## src/rtl/osc_tick_gen.sv

```systemverilog
// Multi-channel tick-strobe generator: per-channel down counters with runtime divide ratio and periodic/one-shot modes.
// All outputs are registered. CFG_READY drops for one cycle after each accepted write, so writes are accepted at most every other cycle.
module osc_tick_gen #(
  parameter int NUM_CH      = 4,
  parameter int DIV_W       = 16,
  parameter int DEFAULT_DIV = 1000,
  localparam int CH_W       = (NUM_CH > 1) ? $clog2(NUM_CH) : 1
) (
  input  logic              CLK,
  input  logic              RESETN,
  input  logic              CFG_WE,
  input  logic [CH_W-1:0]   CFG_CH,
  input  logic [DIV_W-1:0]  CFG_DIV,
  input  logic              CFG_MODE,
  output logic              CFG_READY,
  output logic              CFG_ERR,
  input  logic [NUM_CH-1:0] CH_EN,
  input  logic              SYNC_RESTART,
  output logic [NUM_CH-1:0] TICK,
  output logic [NUM_CH-1:0] DONE
);

  typedef enum logic [1:0] {S_IDLE, S_RUN, S_FIRED} state_e;

  localparam logic [DIV_W-1:0] DEF_DIV = DIV_W'(DEFAULT_DIV);
  localparam logic [DIV_W-1:0] RST_CNT = (DEFAULT_DIV > 1) ? DIV_W'(DEFAULT_DIV - 1) : '0;
  localparam logic [CH_W:0]    CH_LIM  = (CH_W+1)'(NUM_CH);

  state_e           state_q [NUM_CH];
  state_e           state_d [NUM_CH];
  logic [DIV_W-1:0] cnt_q   [NUM_CH];
  logic [DIV_W-1:0] cnt_d   [NUM_CH];
  logic [DIV_W-1:0] div_q   [NUM_CH];
  logic [DIV_W-1:0] div_d   [NUM_CH];
  logic [DIV_W-1:0] pdiv_q  [NUM_CH];
  logic [DIV_W-1:0] pdiv_d  [NUM_CH];
  logic [NUM_CH-1:0] mode_q, mode_d, pmode_q, pmode_d, pend_q, pend_d;
  logic [NUM_CH-1:0] tick_q, tick_d, done_q, done_d, apply_s;
  logic              cfg_rdy_q, cfg_rdy_d, cfg_err_q, cfg_err_d;
  logic              wr_ok, wr_hit;

  // A divide value of 0 behaves as 1, so the reload value is max(div,1)-1.
  function automatic logic [DIV_W-1:0] reload_of(input logic [DIV_W-1:0] d);
    return (d == '0) ? '0 : d - DIV_W'(1);
  endfunction

  assign wr_ok  = CFG_WE && cfg_rdy_q;
  assign wr_hit = wr_ok && ({1'b0, CFG_CH} < CH_LIM);

  always_ff @(posedge CLK) begin
    if (!RESETN) begin
      cfg_rdy_q <= 1'b1;
      cfg_err_q <= 1'b0;
      tick_q    <= '0;
      done_q    <= '0;
      mode_q    <= '0;
      pmode_q   <= '0;
      pend_q    <= '0;
      for (int i = 0; i < NUM_CH; i++) begin
        state_q[i] <= S_IDLE;
        cnt_q[i]   <= RST_CNT;
        div_q[i]   <= DEF_DIV;
        pdiv_q[i]  <= '0;
      end
    end else begin
      cfg_rdy_q <= cfg_rdy_d;
      cfg_err_q <= cfg_err_d;
      tick_q    <= tick_d;
      done_q    <= done_d;
      mode_q    <= mode_d;
      pmode_q   <= pmode_d;
      pend_q    <= pend_d;
      state_q   <= state_d;
      cnt_q     <= cnt_d;
      div_q     <= div_d;
      pdiv_q    <= pdiv_d;
    end
  end

  // Priority: disable > sync restart > terminal count.
  always_comb begin
    for (int i = 0; i < NUM_CH; i++) begin
      state_d[i] = state_q[i];
      if (!CH_EN[i]) begin
        state_d[i] = S_IDLE;
      end else if (SYNC_RESTART) begin
        state_d[i] = S_RUN;
      end else if (state_q[i] != S_FIRED) begin
        state_d[i] = (cnt_q[i] == '0 && mode_q[i]) ? S_FIRED : S_RUN;
      end
    end
  end

  always_comb begin
    cfg_rdy_d = !wr_ok;
    cfg_err_d = wr_ok && !wr_hit;
    tick_d    = '0;
    done_d    = done_q;
    mode_d    = mode_q;
    pmode_d   = pmode_q;
    pend_d    = pend_q;
    apply_s   = '0;
    for (int i = 0; i < NUM_CH; i++) begin
      cnt_d[i]  = cnt_q[i];
      div_d[i]  = div_q[i];
      pdiv_d[i] = pdiv_q[i];
      if (!CH_EN[i] || SYNC_RESTART) begin
        apply_s[i] = 1'b1;
        done_d[i]  = 1'b0;
      end else if (state_q[i] != S_FIRED) begin
        if (cnt_q[i] == '0) begin
          tick_d[i]  = 1'b1;
          apply_s[i] = 1'b1;
          if (mode_q[i]) done_d[i] = 1'b1;
        end else begin
          cnt_d[i] = cnt_q[i] - DIV_W'(1);
        end
      end
      // Pending config only lands at a reload, so a running period is never stretched or cut.
      if (apply_s[i]) begin
        if (pend_q[i]) begin
          div_d[i]  = pdiv_q[i];
          mode_d[i] = pmode_q[i];
          pend_d[i] = 1'b0;
        end
        cnt_d[i] = reload_of(pend_q[i] ? pdiv_q[i] : div_q[i]);
      end
      if (wr_hit && CFG_CH == CH_W'(i)) begin
        pend_d[i]  = 1'b1;
        pdiv_d[i]  = CFG_DIV;
        pmode_d[i] = CFG_MODE;
      end
    end
  end

  assign TICK      = tick_q;
  assign DONE      = done_q;
  assign CFG_READY = cfg_rdy_q;
  assign CFG_ERR   = cfg_err_q;

endmodule

```

## config.mk

```make
export PLATFORM = sky130hd
export DESIGN_NAME = osc_tick_gen
export DESIGN_NICKNAME = d
export VERILOG_FILES = /design/src/rtl/osc_tick_gen.sv
export SDC_FILE = /design/constraint.sdc
export NUM_CORES = 1
export LEC_CHECK = 0
export ABC_CLOCK_PERIOD_IN_PS = 3300
export BUFFER_PORTS_ARGS = -buffer_cell sky130_fd_sc_hd__buf_2
export CAP_MARGIN = 20
export CORE_MARGIN = 2
export CORE_UTILIZATION = 50
export CTS_CLUSTER_DIAMETER = 30
export DETAILED_ROUTE_END_ITERATION = 8
export HOLD_SLACK_MARGIN = 0.1
export PLACE_DENSITY = 0.69
export SLEW_MARGIN = 40
export SYNTH_ARGS = -nofsm -noshare
export SYNTH_HDL_FRONTEND = slang
export SYNTH_SLANG_ARGS = --single-unit
```

## constraint.sdc

```tcl
create_clock -name CLK -period 3.3 [get_ports CLK]
set_clock_uncertainty 0.1 [all_clocks]
set_input_delay 0.66 -clock CLK [delete_from_list [all_inputs] [get_ports CLK]]
set_output_delay 0.66 -clock CLK [all_outputs]
set_load 0.005 [all_outputs]
```

==> impl_metrics.toml, run 1 <==
[critical_path]
r2r_end = "cnt_q[47]$_SDFFE_PN0P_"
reg2reg_slack_ns = 0.45
r2r_cells = 8
path_class = "flop to flop"
startpoint_type = "flop"
cp.arrival_ns = 3.16
reg2reg_from = "pend_q[1]$_SDFFE_PN0P_"
path_max_fanout = 38
cp-end-kind = "flop"
cp.required_ns = 3.61

[clock_network]
hold_buffers = 0
insertion_delay_ns = 0.54
clk_pin_slew_ns = 0.04
clockBufferDepth = 3
cts.sinks = 221
h-tree-depth = 2
cts_buffers = 50
post-cts-setup-buffer-count = 0
ctsResizeCount = 0
cts_tree = "built"
clockRootBuffer = "clkbuf_16"

[min_path]
holdPathStages = 2
holdCritStartpoint = "CH_EN[1]"
min_to = "state_q[4]$_SDFFE_PN0P_"
hold_class = "primary input to flop"

[drt]
drt_wl_total_mm = 31.88
firstDrtPassIters = 5
drt_iter0_drc = 866
via_per_inst = 5.840
wl_per_cell_microns = 16.64
drc_errors = 0
antenna_left = 0
via_count = 11190

[logic_synthesis]
syn_area_sq_um = 11860
ys_seq_area_share_pct = 37.32
synth-async-reset-ratio_pct = 0
postSynthAreaPerCell_sq_um = 7.775
ys_warn_count = 0
netlist_instances = 1525
ys.flop_type = "dfxtp_1"
synth-edff-count = 0
synth-seq-cells = 221
synthesis.nets = 1564
ys_types = 81

[layout]
register_area_sq_um = 4424
nNetsFinal = 1593
syn_to_final_growth_pct = 18.87
drive_above_1_share_pct = 11.59
multi_input_area_sq_um = 7008
fill_cells = 2095

[global_route]
grt_max_degree = 54
track_usage_pct = 25.61
grt_remaining_overflow = 0
grt_pass1_vias = 10332
antenna_found_initial = 2
grt_pass1_wl_mm = 52.30

[floorplan]
num_rows = 56
ios = 37
die_w_microns = 158.0
core_area_sq_um = 23400
initial_core_util_pct = 50.66
die_h_microns = 158.0
die_area_sq_um = 24960

[timing]
finalHoldViolCount = 0
fin_crit_sh_pct = 86.22
timing.hold.ws_ns = 0.2779
worstMarginPinSlew_ns = 0.8544
max_freq_mhz = 351.5
slew_headroom_pct = 42.60
fin_crit_ns = 2.845
slew_viol_final = 0
grt_setup_unrepaired = "false"
finalSetupViolCount = 0
finalSetupTns_ns = 0

[power_and_ir_drop]
power_density_nw_per_um2 = 607.5
p_total_w = 0.008561
ir_drop_mv = 0.4553
p_leak_nw = 5.098

[job]
max_cap_viol_count = 0

[placed_design]
numPortBuffers = 35
gp_congestion = 0.8509
dp_hpwl_mm = 21.67

[outcome]
status = "completed"
[Yosys cell counts (all sizes together), types with 9 or more instances]
master  instances  share of area, %
inv            14              0.44
a22oi          10              0.63
o211a           9              0.76
a21oi         165               7.0
o22ai          12              0.63
a31oi           9              0.47
nand2         299               9.5
o221ai         12              0.89
o211ai         12              0.76
o21ai          68               2.9
xor2           28               2.1
nand3          48               2.0
nor2b          10              0.53
dfxtp         221                37
nor3b          11              0.70
a211oi         19               1.3
or3            18              0.95
nor4b          10              0.74
nor4           30               1.6
ha             12               1.3
nand2b         11              0.58
or4            15               1.0
clkbuf         68               2.2
nor2          118               3.7
mux2i          58               4.9
nor3           51               2.2
nand3b         13              0.82
buf            21               1.0
xnor2          45               3.3
[worst max path at each step]
stage / startpoint / to / slack [ns]
floorplan: pend_q[1]$_SDFFE_PN0P_ / cnt_q[47]$_SDFFE_PN0P_ / 0.06
global placement: cnt_q[39]$_SDFFE_PN1P_ / cnt_q[47]$_SDFFE_PN0P_ / 0.51
detailed placement: cnt_q[39]$_SDFFE_PN1P_ / cnt_q[47]$_SDFFE_PN0P_ / 0.47
CTS: cnt_q[39]$_SDFFE_PN1P_ / cnt_q[47]$_SDFFE_PN0P_ / 0.46
global route: pend_q[1]$_SDFFE_PN0P_ / cnt_q[45]$_SDFFE_PN0P_ / 0.25
finish: pend_q[1]$_SDFFE_PN0P_ / cnt_q[47]$_SDFFE_PN0P_ / 0.45
[sequential cells by signal (all words and copies together) (netlist names), 8 cells and up]
name / count
cnt_q: 64
div_q: 64
pdiv_q: 64
state_q: 8
[cells in the final DEF (no fill, tap or decap), types with 9 or more instances in the layout]
| cell type | n |
|---|---|
| a31oi_1 | 9 |
| nand3b_1 | 13 |
| mux2i_1 | 58 |
| o211a_1 | 9 |
| buf_2 | 35 |
| clkbuf_16 | 53 |
| nor2b_1 | 10 |
| ha_1 | 12 |
| o211ai_1 | 12 |
| o21ai_0 | 67 |
| xnor2_1 | 45 |
| or3_1 | 18 |
| nand2b_1 | 11 |
| a22oi_1 | 10 |
| inv_6 | 11 |
| nand2_1 | 299 |
| dfxtp_1 | 221 |
| nor4_1 | 30 |
| nor3_1 | 50 |
| a21oi_1 | 164 |
| nor4b_1 | 10 |
| o221ai_1 | 12 |
| xor2_1 | 28 |
| nand3_1 | 48 |
| o22ai_1 | 12 |
| nor3b_1 | 11 |
| inv_1 | 13 |
| or4_1 | 13 |
| buf_4 | 27 |
| nor2_1 | 118 |
| a211oi_1 | 16 |
[where the power goes]
group / internal [W] / switching [W]
Combinational: 0.000244 / 0.000374
Sequential: 0.00277 / 0.000110
Clock: 0.00336 / 0.00171
Total: 0.00637 / 0.00219
[cell type report]
| type | count | share of cell area [%] |
|---|---|---|
| Multi-Input combinational cell | 1201 | 49.72 |
| Antenna cell | 1 | 0.01776 |
| Clock buffer | 61 | 9.837 |
| Clock inverter | 33 | 2.557 |
| Inverter | 14 | 0.3906 |
| Tap cell | 319 | 2.832 |
| Timing Repair Buffer | 66 | 3.249 |
| Sequential cell | 221 | 31.39 |
[layer usage]
layer	track usage, %	part of all wire, %
met1	35.20	46
met2	40.79	45
met3	4.900	6.2
met4	7.765	2.4
met5	0	0.041
[kinds of logic after synthesis]
family	synth area share [%]
flip-flops	37.32
other	0.03163
AO/OA/AOI/OAI	19.98
AND/OR/NAND/NOR	27.03
buffers and inverters	3.619
XOR/XNOR	5.393
multiplexers	5.371
adder cells (fa/ha/maj)	1.266
[worst max-delay path, cell delays in order (launching register included)]
cell and delay [ns]:
dfxtp_1 0.46, buf_4 0.41, or3b_2 0.47, a222oi_1 0.38, buf_4 0.23, o2111ai_1 0.14, xor2_1 0.17, a221oi_1 0.29
nor2_1 0.07
[metrics by stage]
stage / instances / utilization, % / setup slack (ns) / cell area [sq um]
after floorplan: 1525 / - / 0.05534 / 11860
after CTS: 1915 / 60.21 / 0.4613 / 14090
after detailed placement: 1821 / 52.75 / 0.4676 / 12340
after global routing: 1916 / 60.22 / 0.2504 / 14090
final: 1916 / 60.22 / 0.4548 / 14090
after global placement: 1821 / 52.75 / 0.5142 / 12340
(Power assumes the default switching activity.)
==> run 2, diff against run 1 <==
--- a/config.mk
+++ b/config.mk
@@ -5,6 +5,7 @@
 export SDC_FILE = /design/constraint.sdc
 export NUM_CORES = 1
 export LEC_CHECK = 0
+export ABC_AREA = 1
 export ABC_CLOCK_PERIOD_IN_PS = 3300
 export BUFFER_PORTS_ARGS = -buffer_cell sky130_fd_sc_hd__buf_2
 export CAP_MARGIN = 20
==> run 2 against run 1 <==
- non-clock buffer count is 20 lower
- synthesized cell count is 32% higher
- sequential cell count stayed put
- via count is 11% higher
- global-route usage is 0.48 points lower
- worst setup slack better by 0.27 ns
- critical path depth is 5 higher
- cell count is 26% higher
- area after synthesis is 6.3% higher
- wire length is 2.9% higher
- clock power is 4% higher
==> impl_metrics.toml, run 2 <==
[outcome]
status = "completed"

[critical_path]
startpoint_type = "flop"
cp-end-kind = "flop"
reg2reg_from = "pend_q[1]$_SDFFE_PN0P_"
reg2reg_slack_ns = 0.73
crit_slowest_cell = "dfxtp_1"
crit_start = "pend_q[1]$_SDFFE_PN0P_"
r2r_end = "cnt_q[39]$_SDFFE_PN1P_"
path_class = "flop to flop"
cp.arrival_ns = 2.90
cp.required_ns = 3.62
crit_path_max_incr_delay_ns = 0.81
path_common_cell = "nand2_1"
crit_end = "cnt_q[39]$_SDFFE_PN1P_"
r2r_cells = 13
path_cells = "inv_2 > nand2_1 > nand2_1 > nor2_1 > nand2_1 > inv_2 > nand3_2 > nand2_4 > inv_2 > nand2_1 > nand2_1 > nand2_1 > nand2_1"
path_max_fanout = 22

[global_route]
grt_remaining_overflow = 0
grt_pass1_vias = 11697
antenna_found_initial = 0
grt_pass1_wl_mm = 55.55
track_usage_pct = 25.13
grt_max_degree = 162

[layout]
fin_area_sq_um = 14720
reg_top3 = "cnt_q: 64 flops, div_q: 64 flops, pdiv_q: 64 flops"
multi_input_area_sq_um = 6945
final_util_pct = 58.95
syn_to_final_growth_pct = 16.75
diodes = 0
final_cell_mix = "nand2_1 (580), nor2_1 (312), dfxtp_1 (221)"
drive_above_1_share_pct = 10.33
register_area_sq_um = 4424
final_cells = 2411
mostFrequentLayoutCell = "nand2_1"
fill_cells = 2355
nNetsFinal = 2079

[clock_network]
cts_buffers = 52
post-cts-setup-buffer-count = 0
hold_buffers = 0
ctsResizeCount = 0
insertion_delay_ns = 0.54
clk_pin_slew_ns = 0.05
h-tree-depth = 2
clockRootBuffer = "clkbuf_16"
clockBufferDepth = 3
cts.sinks = 221
cts_tree = "built"

[timing]
finalSetupViolCount = 0
finalSetupTns_ns = 0
timing.hold.ws_ns = 0.2257
slew_headroom_pct = 49.33
worstMarginPinSlew_ns = 0.7590
max_freq_mhz = 388.7
grt_setup_unrepaired = "false"
slew_viol_final = 0
finalHoldViolCount = 0
fin_crit_sh_pct = 77.97
fin_crit_ns = 2.573

[logic_synthesis]
postSynthAreaPerCell_sq_um = 6.249
synth-edff-count = 0
ys_seq_area_share_pct = 35.10
synth_top_area_share_pct = 35.10
synth_area_leaders = "dfxtp_1 (35%), nand2_1 (17%), nor2_1 (9.3%)"
synth.most_common_cell = "nand2_1"
synth_largest_area_cell = "dfxtp_1"
ys_types = 39
synth-seq-cells = 221
synth_common_cells = "nand2_1 (580), nor2_1 (312), dfxtp_1 (221)"
ys_warn_count = 0
synth-async-reset-ratio_pct = 0
ys.flop_type = "dfxtp_1"
netlist_instances = 2017
syn_area_sq_um = 12600
synthesis.nets = 2056

[drt]
wl_per_cell_microns = 13.61
via_per_inst = 5.145
drc_errors = 0
via_count = 12405
firstDrtPassIters = 9
antenna_left = 0
drt_iter0_drc = 966
drt_wl_total_mm = 32.81

[power_and_ir_drop]
power.switching_w = 0.002402
power_density_nw_per_um2 = 622.6
switching_share_pct = 26.22
combPwrFrac_pct = 10.3
ir_drop_mv = 0.3590
clkPwrFrac_pct = 57.5
p_int_w = 0.006760
p_leak_nw = 6.768
power_frac_seq_pct = 32.2

[floorplan]
die_w_microns = 162.8
num_rows = 58
initial_core_util_pct = 50.49
ios = 37
core_area_sq_um = 24960
die_h_microns = 162.8
die_area_sq_um = 26500

[min_path]
hold_class = "primary input to flop"
holdPathStages = 2

[job]
max_cap_viol_count = 0

[placed_design]
numPortBuffers = 35
gp_congestion = 0.9013
place_area_sq_um = 12890
place_inst = 2316
dp_hpwl_mm = 22.34
[run 2: cell count changes after synthesis, moves of 29 or more]
cell     before  now
nand3_1      48   86
a21oi_1     164   95
nand2_1     299  580
o21ai_0      67  215
xnor2_1      45    7
mux2i_1      58    0
nor4_1       30    1
inv_1        13  208
nor2_1      118  312
nor3_1       51   19
[run 2: worst max-delay path: cells and delay by family, from the launching register on]
kind          cells  cell delay, ns
buf+inv           3            0.48
simple gates     10            1.08
flops             1            0.81
[run 2: final cells by class]
class / instances / area share (%)
Clock buffer: 59 / 9.370
Timing Repair Buffer: 46 / 1.854
Sequential cell: 221 / 30.07
Inverter: 222 / 5.697
Clock inverter: 36 / 3.010
Multi-Input combinational cell: 1497 / 47.20
Tap cell: 330 / 2.806
[run 2: power groups by stage]
stage / Clock, W / Combinational [W] / Sequential [W]
detailed placement: 0 / 0.000930 / 0.00300
global route: 0.00548 / 0.00109 / 0.00297
global placement: 0 / 0.000914 / 0.00300
finish: 0.00526 / 0.000945 / 0.00295
floorplan: 0 / 0.000731 / 0.00296
CTS: 0.00534 / 0.000940 / 0.00295
[run 2: worst min path at each step]
| stage | startpoint | end | slack (ns) |
|---|---|---|---|
| detailed placement | CFG_READY$_SDFF_PN1_ | CFG_READY$_SDFF_PN1_ | 0.29 |
| global placement | CFG_READY$_SDFF_PN1_ | CFG_READY$_SDFF_PN1_ | 0.29 |
| finish | CFG_WE | CFG_READY$_SDFF_PN1_ | 0.23 |
| CTS | CFG_WE | CFG_READY$_SDFF_PN1_ | 0.21 |
| global route | CFG_WE | CFG_READY$_SDFF_PN1_ | 0.22 |
| floorplan | CFG_READY$_SDFF_PN1_ | CFG_READY$_SDFF_PN1_ | 0.30 |
[run 2: cell families after synthesis]
kind of cell               count (synthesis)  synth area share [%]
AOI/OAI and AO/OA                        358                 14.98
and+or+nand+nor                         1083                 35.91
other                                      1               0.02975
buffers and inverters                    299                 9.797
DFF                                      221                 35.10
adders and majority gates                 12                 1.191
xor gates and xnor gates                  43                 2.988
[run 2: layer usage]
metal	track usage, %	vias to the layer above	wire [microns]
li1	-	6468	-
met5	0	-	0
met1	33.40	5617	15310
met3	3.591	62	1493
met4	7.965	0	729
met2	42.14	258	15280
[run 2: metrics by stage]
step / worst slack (ns) / power (W)
global route: 0.4209 / 0.009536
detailed placement: 0.5953 / 0.003926
finish: 0.7271 / 0.009162
floorplan: 1.407 / 0.003695
CTS: 0.7403 / 0.009229
global placement: 0.6692 / 0.003909
==> run 3, diff against run 2 <==
--- a/config.mk
+++ b/config.mk
@@ -6,7 +6,7 @@
 export NUM_CORES = 1
 export LEC_CHECK = 0
 export ABC_AREA = 1
-export ABC_CLOCK_PERIOD_IN_PS = 3300
+export ABC_CLOCK_PERIOD_IN_PS = 2660
 export BUFFER_PORTS_ARGS = -buffer_cell sky130_fd_sc_hd__buf_2
 export CAP_MARGIN = 20
 export CORE_MARGIN = 2
@@ -14,7 +14,7 @@
 export CTS_CLUSTER_DIAMETER = 30
 export DETAILED_ROUTE_END_ITERATION = 8
 export HOLD_SLACK_MARGIN = 0.1
-export PLACE_DENSITY = 0.69
+export PLACE_DENSITY = 0.66
 export SLEW_MARGIN = 40
 export SYNTH_ARGS = -nofsm -noshare
 export SYNTH_HDL_FRONTEND = slang
==> constraint.sdc (replaced) <==
create_clock -name CLK -period 2.66 [get_ports CLK]
set_clock_uncertainty 0.1 [all_clocks]
set_input_delay 0.532 -clock CLK [delete_from_list [all_inputs] [get_ports CLK]]
set_output_delay 0.532 -clock CLK [all_outputs]
set_load 0.005 [all_outputs]
==> run 3 against run 2 <==
- sequential cell count is the same
- utilization rose by 1.4 points
- non-clock buffer count rose by 18
- via count up 0.72%
- worst setup slack worse by 0.40 ns
- sequential share of layout area shrank 0.71 points
- fmax is 10% higher
- combinational power rose by 26%
- critical path depth did not move
- first-iteration DRC count shrank 19%
- largest cell class unchanged
==> impl_metrics.toml, run 3 (synthesis results as in run 2) <==
[global_route]
grt_max_degree = 89
antenna_found_initial = 0
grt_pass1_wl_mm = 56.53
grt_remaining_overflow = 0
track_usage_pct = 25.79
grt_pass1_vias = 11786

[critical_path]
path_max_fanout = 16
cp.required_ns = 3.00
path_common_cell = "nand2_1"
startpoint_type = "flop"
cp-end-kind = "flop"
path_class = "flop to flop"
cp.arrival_ns = 2.67
path_cells = "inv_2 > nand2_1 > nand2_1 > nor2_1 > nand2_1 > inv_2 > nand3_2 > nand2_4 > inv_2 > nand2_1 > nand2_1 > nand2_1 > nand2_1"
crit_slowest_cell = "dfxtp_1"
crit_path_max_incr_delay_ns = 0.61

[placed_design]
numPortBuffers = 35
gp_congestion = 0.9371
dp_hpwl_mm = 23.37
place_area_sq_um = 13030

[drt]
wl_per_cell_microns = 13.78
via_count = 12494
highest_layer = "met4"
via_per_inst = 5.127
dr_wl_met3_mm = 1.644
drt_wl_total_mm = 33.58
wl_met2_mm = 15.46
drc_errors = 0
firstDrtPassIters = 6
antenna_left = 0
drt_iter0_drc = 782
wl_met1_mm = 15.59

[timing]
finalSetupViolCount = 0
grt_setup_unrepaired = "false"
slew_viol_final = 0
fin_crit_sh_pct = 87.55
timing.hold.ws_ns = 0.1558
fin_crit_ns = 2.329
finalSetupTns_ns = 0
finalHoldViolCount = 0
slew_headroom_pct = 44.91
max_freq_mhz = 429.4
worstMarginPinSlew_ns = 0.8255

[min_path]
hold_class = "primary input to flop"

[layout]
final_cell_mix = "nand2_1 (580), nor2_1 (312), dfxtp_1 (221)"
drive_above_1_share_pct = 11.39
syn_to_final_growth_pct = 19.57
fin_area_sq_um = 15070
nNetsFinal = 2101
diodes = 0
reg_top3 = "cnt_q: 64 flops, div_q: 64 flops, pdiv_q: 64 flops"
mostFrequentLayoutCell = "nand2_1"

[floorplan]
die_area_sq_um = 26500
num_rows = 58
die_w_microns = 162.8
die_h_microns = 162.8
initial_core_util_pct = 50.49
ios = 37
core_area_sq_um = 24960

[outcome]
status = "completed"

[job]
max_cap_viol_count = 0

[clock_network]
h-tree-depth = 2
clockRootBuffer = "clkbuf_16"
insertion_delay_ns = 0.55
clk_pin_slew_ns = 0.05
post-cts-setup-buffer-count = 0
cts_tree = "built"
cts.sinks = 221
cts_buffers = 56
clockBufferDepth = 3

[power_and_ir_drop]
p_leak_nw = 6.981
combPwrFrac_pct = 9.9
switching_share_pct = 25.43
clkPwrFrac_pct = 59.8
ir_drop_mv = 0.5179
p_total_w = 0.01208
power_density_nw_per_um2 = 801.8
power.switching_w = 0.003074
p_int_w = 0.009010
power_frac_seq_pct = 30.3
## run 3: timing repair
item | in CTS | in global routing
resized for setup | 0 | 0
hold buffers | 1 | 0
endpoints found under the setup margin | 0 | 0
endpoints found under the hold margin | 1 | 0
## run 3: area by class of cell
cell class,instances,area [sq um]
Inverter,222,838.3
Sequential cell,221,4424
Multi-Input combinational cell,1497,6945
Tap cell,330,412.9
Clock inverter,38,520.5
Fill cell,2403,9893
Timing Repair Buffer,64,422.9
Clock buffer,65,1506
## run 3: worst paths after layout
check / startpoint / end / slack [ns] / depth (start not counted)
max: pend_q[1]$_SDFFE_PN0P_ / cnt_q[39]$_SDFFE_PN1P_ / 0.33 / 13
max reg2reg: pend_q[1]$_SDFFE_PN0P_ / cnt_q[39]$_SDFFE_PN1P_ / 0.33 / 13
min: CH_EN[0] / state_q[6]$_SDFFE_PN0P_ / 0.16 / 3
min reg2reg: CFG_READY$_SDFF_PN1_ / CFG_READY$_SDFF_PN1_ / 0.31 / 1
## run 3: worst max-delay path, delay by kind of cell, from the launching register on
kind	cells	cell delay [ns]
AND/OR/NAND/NOR	10	1.06
buffers and inverters	3	0.43
flip-flops	1	0.61
## run 3: per-stage QoR
step	instances	setup WS (ns)	utilization [%]
after floorplan	2017	0.7987	-
after global placement	2333	0.3886	52.21
after detailed placement	2333	0.3804	52.21
after CTS	2437	0.3396	60.37
after global routing	2437	0.06960	60.37
final	2437	0.3313	60.37
## run 3: power groups by stage
stage / clock (W) / combinational, W / sequential [W]
after floorplan: 0 / 0.000906 / 0.00368
after global placement: 0 / 0.00116 / 0.00371
after detailed placement: 0 / 0.00118 / 0.00372
after CTS: 0.00733 / 0.00119 / 0.00366
after global routing: 0.00751 / 0.00137 / 0.00368
final: 0.00723 / 0.00119 / 0.00366
## run 3: layer usage
| layer | GRT usage (%) | vias to the layer above |
|---|---|---|
| met5 | 0 | - |
| met3 | 3.820 | 74 |
| met1 | 33.82 | 5630 |
| met4 | 8.850 | 0 |
| li1 | - | 6514 |
| met2 | 43.36 | 276 |
